## src/rtl/mem_access_pkg.sv

```systemverilog
// mem_access_pkg: shared types and constants for the memory access unit.
// Revision 1.0 - initial release.
`default_nettype none

package mem_access_pkg;

  typedef enum logic {
    ST_IDLE = 1'b0,
    ST_BUSY = 1'b1
  } state_t;

  typedef enum logic [1:0] {
    SZ_BYTE = 2'b00,
    SZ_HALF = 2'b01,
    SZ_WORD = 2'b10
  } size_t;

  localparam int TIMEOUT_CYCLES = 16;

  // Raw loadsize: bit1 dominates (word), then bit0 (half), else byte.
  function automatic size_t decode_size(input logic [1:0] ls);
    if (ls[1])      return SZ_WORD;
    else if (ls[0]) return SZ_HALF;
    else            return SZ_BYTE;
  endfunction

endpackage

`default_nettype wire

```

## src/rtl/mem_lane_align.sv

```systemverilog
// mem_lane_align: byte-lane steering for stores and loads, plus misalignment detect.
// Revision 1.0 - initial release.
`default_nettype none

module mem_lane_align
  import mem_access_pkg::*;
(
  input  logic [1:0]  i_req_off,
  input  size_t       i_req_size,
  input  logic [31:0] i_bdata,
  output logic [3:0]  o_be,
  output logic [31:0] o_wdata,
  output logic        o_misalign,
  input  logic [1:0]  i_rsp_off,
  input  size_t       i_rsp_size,
  input  logic [31:0] i_rdata,
  output logic [31:0] o_ldata
);

  logic [31:0] w_rsh;

  assign o_wdata = i_bdata << {i_req_off, 3'b000};
  assign w_rsh   = i_rdata >> {i_rsp_off, 3'b000};

  always_comb begin
    o_be       = 4'b0001 << i_req_off;
    o_misalign = 1'b0;
    case (i_req_size)
      SZ_WORD: begin
        o_be       = 4'b1111;
        o_misalign = (i_req_off != 2'b00);
      end
      SZ_HALF: begin
        o_be       = 4'b0011 << i_req_off;
        o_misalign = i_req_off[0];
      end
      default: ;
    endcase
  end

  always_comb begin
    o_ldata = {24'd0, w_rsh[7:0]};
    case (i_rsp_size)
      SZ_WORD: o_ldata = w_rsh;
      SZ_HALF: o_ldata = {16'd0, w_rsh[15:0]};
      default: ;
    endcase
  end

endmodule

`default_nettype wire

```

## src/rtl/mem_access_unit.sv

```systemverilog
// mem_access_unit: execute-to-writeback stage issuing single data-memory accesses.
// Optional bus timeout enabled by defining MEM_ACCESS_TIMEOUT_EN. Revision 1.0.
`default_nettype none

module mem_access_unit
  import mem_access_pkg::*;
(
  input  logic        clk,
  input  logic        reset,
  input  logic        ex_valid,
  input  logic [31:0] ex_ans,
  input  logic [31:0] ex_bdata,
  input  logic        ex_dm_en,
  input  logic        ex_dm_rw,
  input  logic [1:0]  ex_loadsize,
  input  logic        ex_seldmresult,
  input  logic [4:0]  ex_rw,
  output logic        stall,
  output logic        mem_req,
  output logic        mem_we,
  output logic [31:0] mem_addr,
  output logic [31:0] mem_wdata,
  output logic [3:0]  mem_be,
  input  logic [31:0] mem_rdata,
  input  logic        mem_ack,
  output logic        wb_valid,
  output logic [31:0] wb_data,
  output logic [4:0]  wb_rw,
  output logic        misalign,
  output logic        timeout
);

  state_t      r_state, w_state_nx;
  logic [31:0] r_addr;
  size_t       r_size;
  logic        r_seldm;
  logic [4:0]  r_rw;
  logic        r_mem_req, r_mem_we;
  logic [31:0] r_mem_wdata;
  logic [3:0]  r_mem_be;
  logic        r_wb_valid, r_misalign, r_timeout;
  logic [31:0] r_wb_data;
  logic [4:0]  r_wb_rw;

  size_t       w_ex_size;
  logic [3:0]  w_be;
  logic [31:0] w_wdata, w_ldata;
  logic        w_misal, w_to_hit;

  logic        w_mem_req, w_mem_we, w_wb_valid, w_misal_p, w_to_p, w_capture;
  logic [31:0] w_mem_wdata, w_wb_data;
  logic [3:0]  w_mem_be;
  logic [4:0]  w_wb_rw;

  assign w_ex_size = decode_size(ex_loadsize);

  mem_lane_align u_lane (
    .i_req_off  (ex_ans[1:0]),
    .i_req_size (w_ex_size),
    .i_bdata    (ex_bdata),
    .o_be       (w_be),
    .o_wdata    (w_wdata),
    .o_misalign (w_misal),
    .i_rsp_off  (r_addr[1:0]),
    .i_rsp_size (r_size),
    .i_rdata    (mem_rdata),
    .o_ldata    (w_ldata)
  );

`ifdef MEM_ACCESS_TIMEOUT_EN
  logic [3:0] r_cnt;

  always_ff @(posedge clk) begin
    if (reset || r_state != ST_BUSY) r_cnt <= 4'd0;
    else                             r_cnt <= r_cnt + 4'd1;
  end

  // An ack arriving in the final allowed cycle takes priority over the timeout.
  assign w_to_hit = (r_state == ST_BUSY) && (r_cnt == 4'(TIMEOUT_CYCLES - 1)) && !mem_ack;
`else
  assign w_to_hit = 1'b0;
`endif

  always_ff @(posedge clk) begin
    if (reset) r_state <= ST_IDLE;
    else       r_state <= w_state_nx;
  end

  always_comb begin
    w_state_nx = r_state;
    case (r_state)
      ST_IDLE: if (ex_valid && ex_dm_en && !w_misal) w_state_nx = ST_BUSY;
      ST_BUSY: if (mem_ack || w_to_hit)              w_state_nx = ST_IDLE;
      default: w_state_nx = ST_IDLE;
    endcase
  end

  always_comb begin
    w_mem_req   = 1'b0;
    w_mem_we    = 1'b0;
    w_mem_wdata = r_mem_wdata;
    w_mem_be    = r_mem_be;
    w_wb_valid  = 1'b0;
    w_wb_data   = r_wb_data;
    w_wb_rw     = r_wb_rw;
    w_misal_p   = 1'b0;
    w_to_p      = 1'b0;
    w_capture   = 1'b0;
    case (r_state)
      ST_IDLE: begin
        if (ex_valid && !ex_dm_en) begin
          w_wb_valid = 1'b1;
          w_wb_data  = ex_ans;
          w_wb_rw    = ex_rw;
        end else if (ex_valid && w_misal) begin
          w_wb_valid = 1'b1;
          w_wb_data  = ex_ans;
          w_wb_rw    = 5'd0;
          w_misal_p  = 1'b1;
        end else if (ex_valid) begin
          w_capture   = 1'b1;
          w_mem_req   = 1'b1;
          w_mem_we    = ex_dm_rw;
          w_mem_wdata = w_wdata;
          w_mem_be    = w_be;
        end
      end
      ST_BUSY: begin
        if (mem_ack) begin
          w_wb_valid = 1'b1;
          w_wb_data  = r_seldm ? w_ldata : r_addr;
          w_wb_rw    = r_mem_we ? 5'd0 : r_rw;
        end else if (w_to_hit) begin
          w_wb_valid = 1'b1;
          w_wb_data  = r_addr;
          w_wb_rw    = 5'd0;
          w_to_p     = 1'b1;
        end else begin
          w_mem_req = 1'b1;
          w_mem_we  = r_mem_we;
        end
      end
      default: ;
    endcase
  end

  always_ff @(posedge clk) begin
    if (reset) begin
      r_addr      <= 32'd0;
      r_size      <= SZ_BYTE;
      r_seldm     <= 1'b0;
      r_rw        <= 5'd0;
      r_mem_req   <= 1'b0;
      r_mem_we    <= 1'b0;
      r_mem_wdata <= 32'd0;
      r_mem_be    <= 4'b0000;
      r_wb_valid  <= 1'b0;
      r_wb_data   <= 32'd0;
      r_wb_rw     <= 5'd0;
      r_misalign  <= 1'b0;
      r_timeout   <= 1'b0;
    end else begin
      if (w_capture) begin
        r_addr  <= ex_ans;
        r_size  <= w_ex_size;
        r_seldm <= ex_seldmresult;
        r_rw    <= ex_rw;
      end
      r_mem_req   <= w_mem_req;
      r_mem_we    <= w_mem_we;
      r_mem_wdata <= w_mem_wdata;
      r_mem_be    <= w_mem_be;
      r_wb_valid  <= w_wb_valid;
      r_wb_data   <= w_wb_data;
      r_wb_rw     <= w_wb_rw;
      r_misalign  <= w_misal_p;
      r_timeout   <= w_to_p;
    end
  end

  assign stall     = (r_state == ST_BUSY);
  assign mem_req   = r_mem_req;
  assign mem_we    = r_mem_we;
  assign mem_addr  = {r_addr[31:2], 2'b00};
  assign mem_wdata = r_mem_wdata;
  assign mem_be    = r_mem_be;
  assign wb_valid  = r_wb_valid;
  assign wb_data   = r_wb_data;
  assign wb_rw     = r_wb_rw;
  assign misalign  = r_misalign;
  assign timeout   = r_timeout;

endmodule

`default_nettype wire

```

## config.mk

```make
export PLATFORM = sky130hd
export DESIGN_NAME = mem_access_unit
export DESIGN_NICKNAME = d
export VERILOG_FILES = /design/src/rtl/mem_access_pkg.sv /design/src/rtl/mem_lane_align.sv /design/src/rtl/mem_access_unit.sv
export SDC_FILE = /design/constraint.sdc
export NUM_CORES = 1
export LEC_CHECK = 0
export BUFFER_PORTS_ARGS = -buffer_cell sky130_fd_sc_hd__buf_2
export CORE_MARGIN = 5
export CORE_UTILIZATION = 47
export CTS_CLUSTER_SIZE = 28
export DETAILED_ROUTE_END_ITERATION = 10
export PLACE_DENSITY = 0.86
export SETUP_SLACK_MARGIN = 0.4
export SLEW_MARGIN = 20
export SYNTH_ARGS = -nofsm -noshare
export SYNTH_HDL_FRONTEND = slang
export SYNTH_SLANG_ARGS = --single-unit
```

## constraint.sdc

```tcl
create_clock -name clk -period 2.4 [get_ports clk]
set_input_delay 0.24 -clock clk [delete_from_list [all_inputs] [get_ports clk]]
set_output_delay 0.24 -clock clk [all_outputs]
set_load 0.01 [all_outputs]
```

[Yosys cells after proc, flatten, opt, wreduce, memory -nomap -nowiden]
Index checks and enable logic that the tools add are counted.
Storage, ports and cells
  bits of input ports: 110
  register bits: 118
Cells by class
  shift-type cells: 4
  muxes and demuxes: 32
  bitwise operators: 3
  reduce and logical (&&, ||, !) cells: 10
  equal/unequal tests: 6
Operators by type and width (count)
  32-bit 2-to-1 mux: 4
  32-bit case mux with 2 select lines: 2
  32-bit by 5-bit << shifter with 32-bit output: 1
  32-bit by 5-bit right shift with 32-bit output: 1
  5-bit 2-to-1 mux: 4
  1-bit 2-to-1 mux: 14
  1-bit case mux with 2 select lines: 5
  5-bit case mux with 2 select lines: 1
  4-bit case mux with 2 select lines: 1
  2-bit by 1-bit == test with 1-bit output (second input constant): 2
  2-bit == test (second input constant): 2
  1-bit logical AND: 4
  4-bit AND reduction: 1
  1-bit by 2-bit << shifter with 4-bit output (first input constant): 1
  2-bit by 2-bit << shifter with 4-bit output (first input constant): 1
  3-bit inequality test (second input constant): 1
  1-bit inverter: 3
  3-bit OR reduction: 1
  1-bit logical NOT: 2
  2-bit 2-to-1 mux: 1
  2-bit inequality test (second input constant): 1
  2-bit AND reduction: 1
  2-bit nonzero test: 1

[Logic depth before layout (Yosys ltp)]
Gate-level depths: netlist (run 1).
  word-level depth: 8
  depth in mapped cells: 7

[Hierarchy]
A second synthesis (run 1) with hierarchy kept.
Unflattened totals
  cell total of the unflattened synthesis: 798
  area, all modules: 6392.4 µm²
Modules (own cells, without submodules)
  mem_access_unit: cells an instance 604, instances 1, area each 5129.9 µm², sequential area each 2362.3 µm²
  mem_lane_align: cells an instance 194, instances 1, area each 1262.5 µm², sequential area each 0.0 µm²

[Worst setup path after synthesis (run 1)]
OpenSTA, ideal clock, no wires.
  path kind: reg2reg
  from: register r_size[0]
  to: register r_wb_data[10], in the netlist wb_data[10]
  stages on the path, launching flop included: 7
  setup slack: 0.657 ns
  clock period less this slack: 1.743 ns
  data required time: 2.304 ns
  buffers on the path: 0
  arrival time: 1.648 ns
  library setup time: 0.096 ns
  cells stage by stage: dfxtp_1 inv_1 ha_1 nand2b_1 nor4b_4 a221oi_1 o41ai_2
Between the ends
  word-level cells in the longest chain between the ends: 5
  elaborated cells between the ends (all ways): 6
RTL lines
  start, declared: RTL line mem_access_unit.sv:35  | size_t r_size;
  start signal, assigned: RTL line mem_access_unit.sv:165  | r_size <= w_ex_size;
  2-bit by 1-bit == test with 1-bit output / 2-bit == test (equally long branches): RTL line mem_lane_align.sv:43  | case (i_rsp_size)
  32-bit case mux with 2 select lines *: RTL line mem_lane_align.sv:43
  32-bit 2-to-1 mux *: RTL line mem_access_unit.sv:131  | w_wb_data = r_seldm ? w_ldata : r_addr;
  32-bit 2-to-1 mux *: RTL line mem_access_unit.sv:129  | if (mem_ack) begin
  32-bit case mux with 2 select lines *: RTL line mem_access_unit.sv:109  | case (r_state)
  end signal, assigned: RTL line mem_access_unit.sv:174  | r_wb_data <= w_wb_data;
  end, declared: RTL line mem_access_unit.sv:42  | logic [31:0] r_wb_data;
Mark *: on every way between the ends. The rest lies on a longest branch, timed or not. The select of a mux whose other input is x is not followed.
A chain may end at the register's enable or synchronous reset.

[Worst setup path after layout (run 1)]
  from: register r_size[0]
  to: register r_wb_data[12], in the netlist wb_data[12]
The elaborated chain is that of the path after synthesis.

==> impl_metrics.csv, run 1 <==
group,metric,value,unit
timing,min_period,1.95,ns
synthesis,ys_types,51,
routing,viasPerCell,5.64,
synthesis,synth_fa_ha_area_share,0.579,%
pwr,p_leak,0.00323,µW
synthesis,netlist_instances,724,
synthesis,synth_top_family_by_area,"compound AO/OA/AOI/OAI gates",
status,status,"finished, final reports clean",
global_route,overflow,0,
synthesis,ys_warn_count,0,
setup_path,critPathArrivalTime,2.26,ns
routing,antenna_left,0,
synthesis,synth_edf_count,0,
job,maxCapViolations,0,
min_path,min_path_type,"primary input to flip-flop",
placed_design,dp_hpwl,13.9,mm
timing,finalHoldViolations,0,
setup_path,cp_max_fo,7,
synthesis,synth_xor_area_share,0,%
setup_path,crit_type,"flip-flop to flip-flop",
timing,relSlewSlack,43.2,%
die,core,0.0126,mm²
layout,finalInstanceArea,0.00765,mm²
routing,drtIter0Drc,653,
layout,nets,996,
placed_design,place_congestion,0.926,
synthesis,synth_compound_area_share,22.5,%
clock_network,cts.sinks,118,
die,initial_core_util,48.0,%
timing,fmax,514,MHz
layout,final_util,60.6,%
global_route,grt_pass1_wl,29.6,mm
global_route,grt_max_degree,77,
die,rows,41,
timing,period_share,81.0,%
clock_network,cts-root-buf,"clkbuf_16",
layout,diodes,0,
clock_network,cts_buffers,17,
routing,dr.pass1.iters,6,
synthesis,synth-simple-area-share,19.6,%
die,die_y,124,µm
setup_path,end_kind,"flip-flop",
timing,fin_tns_setup,0,ns
placed_design,place_area,0.00699,mm²
setup_path,cp-start-kind,"flip-flop",
clock_network,clock_path_buffers,2,
placed_design,port_buffers,217,
die,ios,221,
timing,worst_pin_slew,0.846,ns
routing,wire_per_inst,18.4,µm
clock_network,htree_levels,4,
setup_path,cp.required,2.72,ns
routing,remaining_drc_errors,0,
layout,final_cell_mix,"216 x buf_2, 120 x nand2_1, 116 x dfxtp_1",
global_route,grt_usage,25.0,%
timing,finalSetupViolCount,0,
synthesis,synthesis.area,0.00606,mm²
global_route,grt_pass1_vias,5567,
layout,drive_gt1_share,33.8,%
clock_network,insertion_delay,0.43,ns
routing,wl,19.6,mm
clock_network,cts_tree,"built",
timing,rsz0062_at_grt,"yes",
synthesis,synthArstFlopShare,0,%
clock_network,clk_pin_slew,0.06,ns
synthesis,syn_area_per_cell,8.36,µm²
pwr,vdd_ir_drop_max,0.445,mV
die,die_w,124,µm
synthesis,synth_seq_area_share,39.0,%
pwr,powerDensity,724,mW/mm²
timing,slew_violations,0,
layout,area_delta_synth_final,26.3,%
routing,vias,6025,
timing,finClkSkew,0.0122,ns
synthesis,synth_mux_area_share,8.26,%
layout,final_common_cell,"buf_2",
synthesis,ys.flop_type,"dfxtp_1",
die,dieArea,0.0153,mm²
synthesis,yosys_register_bits,118,
global_route,antenna_found_initial,0,
==> cell type report <==
cell class | count | area (µm²)
fill | 1128 | 4970
multi-input combinational | 493 | 3120
sequential | 118 | 2360
timing repair buffer | 233 | 1250
clock buffer | 21 | 470
tap | 172 | 215
clock inverter | 11 | 149
inverter | 21 | 78.8
==> registers in the layout, summed over array words and instances, names as in the netlist <==
register and count:
stall 1, r_addr 32, r_size 2, mem_req 1, wb_valid 1, mem_wdata 32, wb_data 32, mem_we 1
r_rw 5, r_seldm 1, mem_be 4, wb_rw 5, misalign 1
==> kinds of logic (layout without fill, tap and decap cells) <==
| group | count (synthesis) | after routing |
|---|---|---|
| simple gates | 248 | 248 |
| compound gates | 191 | 191 |
| flops | 118 | 118 |
| buf+inv | 115 | 286 |
| mux | 48 | 48 |
| fa+ha+maj | 3 | 3 |
| other cells | 1 | 3 |
==> per-layer routing <==
metal	global-route usage [%]	part of all wire (%)	vias up
met5	0	0	-
met3	7.59	8.6	51
met4	10.1	3.0	0
met1	33.1	42	2819
met2	38.0	47	312
li1	-	-	2843
==> critical path: stages, from the launching register on <==
cell and delay, ns:
dfxtp_1 0.35, inv_1 0.06, ha_1 0.31, nand2b_2 0.25
nor4b_4 0.30, buf_6 0.16, a221oi_1 0.09, o41ai_2 0.33
==> worst paths after layout <==
path | startpoint | to | slack [ns] | cells past startpoint
hold / removal | ex_ans[23] | r_addr[23]$_SDFFE_PP0P_ | 0.06 | 3
setup reg to reg | r_size[0]$_SDFFE_PP0P_ | wb_data[12]$_SDFFE_PP0P_ | 0.45 | 7
setup / recovery | r_size[0]$_SDFFE_PP0P_ | wb_data[12]$_SDFFE_PP0P_ | 0.45 | 7
hold reg to reg | wb_data[23]$_SDFFE_PP0P_ | wb_data[23]$_SDFFE_PP0P_ | 0.45 | 2
==> metrics by stage <==
stage                     hold WS, ns  cells  worst slack, ns  power (µW)
after floorplan                 0.373    726            0.657        2610
after global placement          0.436   1036            0.420        2900
after detailed placement        0.441   1036            0.314        2910
after CTS                      0.0541   1069            0.424        5550
after global routing           0.0659   1069            0.376        5730
final                          0.0594   1069            0.455        5540
==> Yosys cell counts (7+ instances only) <==
library cell	count	area [µm²]
inv_1	20	75.1
mux2i_1	32	320
buf_2	20	100
a221oi_1	8	70.1
a211oi_1	11	82.6
buf_4	36	270
clkbuf_1	33	124
a21o_1	7	52.6
nor2_1	57	214
mux2_2	16	180
a22oi_1	8	60.1
nand3b_1	21	158
a221o_1	7	70.1
dfxtp_1	118	2360
o211ai_1	17	128
nand2b_1	12	75.1
o21ai_0	10	50.1
or3_1	8	50.1
o41ai_2	8	130
o221ai_1	14	123
nand2_1	120	450
nor3_1	14	70.1
a21oi_1	80	400
==> power breakdown <==
part           internal (µW)  switching (µW)  leakage, µW  total (µW)
logic                    313             449      0.00198         762
clock network           1710             936     0.000295        2650
registers               2060            66.7     0.000964        2130
==> timing repair <==
| action | 4_1_cts | 5_1_grt |
|---|---|---|
| hold buffers | 0 | 0 |
| buffers inserted | 1 | 0 |
| setup endpoints to repair | 10 | 11 |
| pin swaps | 1 | 1 |
| gates resized for setup | 4 | 3 |
Power figures use the tool's default switching activity.
==> run 2, diff against run 1 <==
==> constraint.sdc (replaced) <==
create_clock -name clk -period 1.8 [get_ports clk]
set_input_delay 0.18 -clock clk [delete_from_list [all_inputs] [get_ports clk]]
set_output_delay 0.18 -clock clk [all_outputs]
set_load 0.01 [all_outputs]
==> run 2 against run 1 <==
  * The flow now finishes with violations (negative setup slack)
  * Non-clock buffer count grew 86
  * Critical endpoint is now wb_data[8]$_SDFFE_PP0P_
  * Design area increased by 35%
  * Combinational power rose by 150%
  * Routed wire length rose by 85%
  * Global-route usage is 8.8 points higher
  * Highest routed layer is now met5
  * Die area is the same
  * First-iteration DRC count is 110% higher
  * Cell count is 7.9% higher
==> impl_metrics.csv, run 2 (synthesis gave the netlist of run 1 again) <==
group,metric,value,unit
status,status,"finished, violations left",
status,failed_checks,"negative setup slack",
global_route,grt_pass1_vias,6953,
setup_path,critical_path.cell_chain,"inv_2, ha_4, nand2b_4, nor4b_4, buf_6, a221oi_2, o41ai_2",
setup_path,cp.required,2.06,ns
routing,antenna_left,0,
clock_network,cts_tree,"built",
die,die_y,124,µm
setup_path,path_delay_family,"compound AO/OA/AOI/OAI gates",
die,initial_core_util,48.0,%
placed_design,port_buffers,217,
layout,final_util,81.7,%
die,dieArea,0.0153,mm²
routing,vias,7810,
layout,nets,1082,
timing,slew_violations,0,
setup_path,cp-start-kind,"flip-flop",
placed_design,dp.cells,1051,
global_route,overflow,0,
setup_path,crit_buf_inv,2,
timing,fmax,444,MHz
placed_design,place_congestion,0.939,
global_route,grt_max_degree,71,
setup_path,end_kind,"flip-flop",
timing,min_period,2.25,ns
placed_design,dp_hpwl,14.8,mm
die,ios,221,
setup_path,r2r_start,"r_size[0]$_SDFFE_PP0P_",
layout,final_cell_mix,"216 x buf_2, 112 x dfxtp_1, 69 x nand2_1",
global_route,grt_pass1_wl,38.6,mm
die,core,0.0126,mm²
routing,wire_per_inst,31.5,µm
timing,finalWorstSetupSlack,-0.453,ns
clock_network,clock_path_buffers,2,
timing,fin_tns_setup,-0.784,ns
die,rows,41,
routing,remaining_drc_errors,0,
setup_path,slowest_stage,"o41ai_2",
routing,viasPerCell,6.77,
routing,wl,36.4,mm
die,die_w,124,µm
layout,area_delta_synth_final,70.3,%
layout,final_cells,1153,
pwr,vdd_ir_drop_max,0.608,mV
routing,dr.pass1.iters,7,
timing,rsz0062_at_grt,"yes",
timing,relSlewSlack,40.1,%
setup_path,worstSetupStartpoint,"r_size[0]$_SDFFE_PP0P_",
min_path,hp-start,"ex_ans[5]",
clock_network,insertion_delay,0.44,ns
clock_network,cts.sinks,118,
clock_network,cts-root-buf,"clkbuf_16",
layout,drive_gt1_share,59.7,%
clock_network,htree_levels,4,
pwr,p_leak,0.00441,µW
layout,fill_cells,664,
pwr,powerDensity,787,mW/mm²
job,maxCapViolations,0,
clock_network,cts_buffers,17,
global_route,grt_usage,33.8,%
timing,worst_pin_slew,0.874,ns
timing,period_share,125,%
timing,finClkSkew,0.0198,ns
routing,drtIter0Drc,1362,
setup_path,cp_max_fo,5,
min_path,min_path_type,"primary input to flip-flop",
setup_path,critPathArrivalTime,2.51,ns
layout,final_common_cell,"buf_2",
global_route,antenna_found_initial,4,
setup_path,crit_type,"flip-flop to flip-flop",
setup_path,slowest_delay,0.70,ns
timing,finalSetupViolCount,8,
clock_network,clk_pin_slew,0.07,ns
timing,whs,0.0221,ns
placed_design,place_ws,0.0962,ns
timing,finalHoldViolations,0,
==> run 2: cell types whose count changed in the layout (fill, tap and decap cells not counted), sizes merged, moves of 2 or more <==
cell | before | now
clkinv | 6 | 3
clkbuf | 21 | 29
buf | 233 | 308
dlygate4sd3 | 0 | 2
clkinvlp | 3 | 5
==> run 2: area by class of cell <==
class | instances | area [µm²] | share of cell area [%]
diodes | 1 | 2.50 | 0.0243
clock buffers | 20 | 457 | 4.43
well taps | 172 | 215 | 2.09
repair buffers | 319 | 2610 | 25.3
clock inverters | 9 | 105 | 1.02
multi-input cells | 493 | 4460 | 43.2
inverters | 21 | 82.6 | 0.801
flip-flops and latches | 118 | 2380 | 23.1
==> run 2: timing repair <==
action / CTS / global route
hold buffers: 2 / 0
buffers inserted: 28 / 14
pin swaps: 67 / 102
setup endpoints to repair: 112 / 114
gates resized for setup: 139 / 190
hold endpoints to repair: 2 / 0
gates cloned: 13 / 15
==> run 2: layer usage <==
layer	share of wire, %	track usage [%]	vias up
li1	-	-	3035
met1	30	36.7	3587
met2	42	55.0	826
met3	17	11.6	356
met4	11	23.7	6
met5	0.24	0	-
==> run 2: worst paths after layout <==
path / slack, ns / cells past startpoint / endpoint
worst min register to register: 0.46 / 2 / mem_wdata[30]$_SDFFE_PP0P_
worst min-delay path: 0.02 / 3 / r_addr[5]$_SDFFE_PP0P_
worst max register to register: -0.45 / 7 / wb_data[8]$_SDFFE_PP0P_
worst max-delay path: -0.45 / 7 / wb_data[8]$_SDFFE_PP0P_
==> run 2: through the flow <==
step	total power [µW]	instance area, µm²
2_1_floorplan	3520	6300
3_3_place_gp	3930	7330
3_5_place_dp	3960	7330
4_1_cts	7450	9000
5_1_grt	8260	10300
6_report	8110	10300
==> run 2: where the power goes <==
part | total [µW] | switching (µW) | internal (µW) | leakage, µW
sequential | 2870 | 125 | 2740 | 0.000967
combinational | 1880 | 1100 | 778 | 0.00318
clock | 3370 | 1290 | 2080 | 0.000266
total | 8110 | 2520 | 5600 | 0.00441
==> run 2: tightest hold or removal path, stage by stage <==
cell     delay, ns
buf_2         0.13
nand2_4       0.06
a21oi_2       0.04
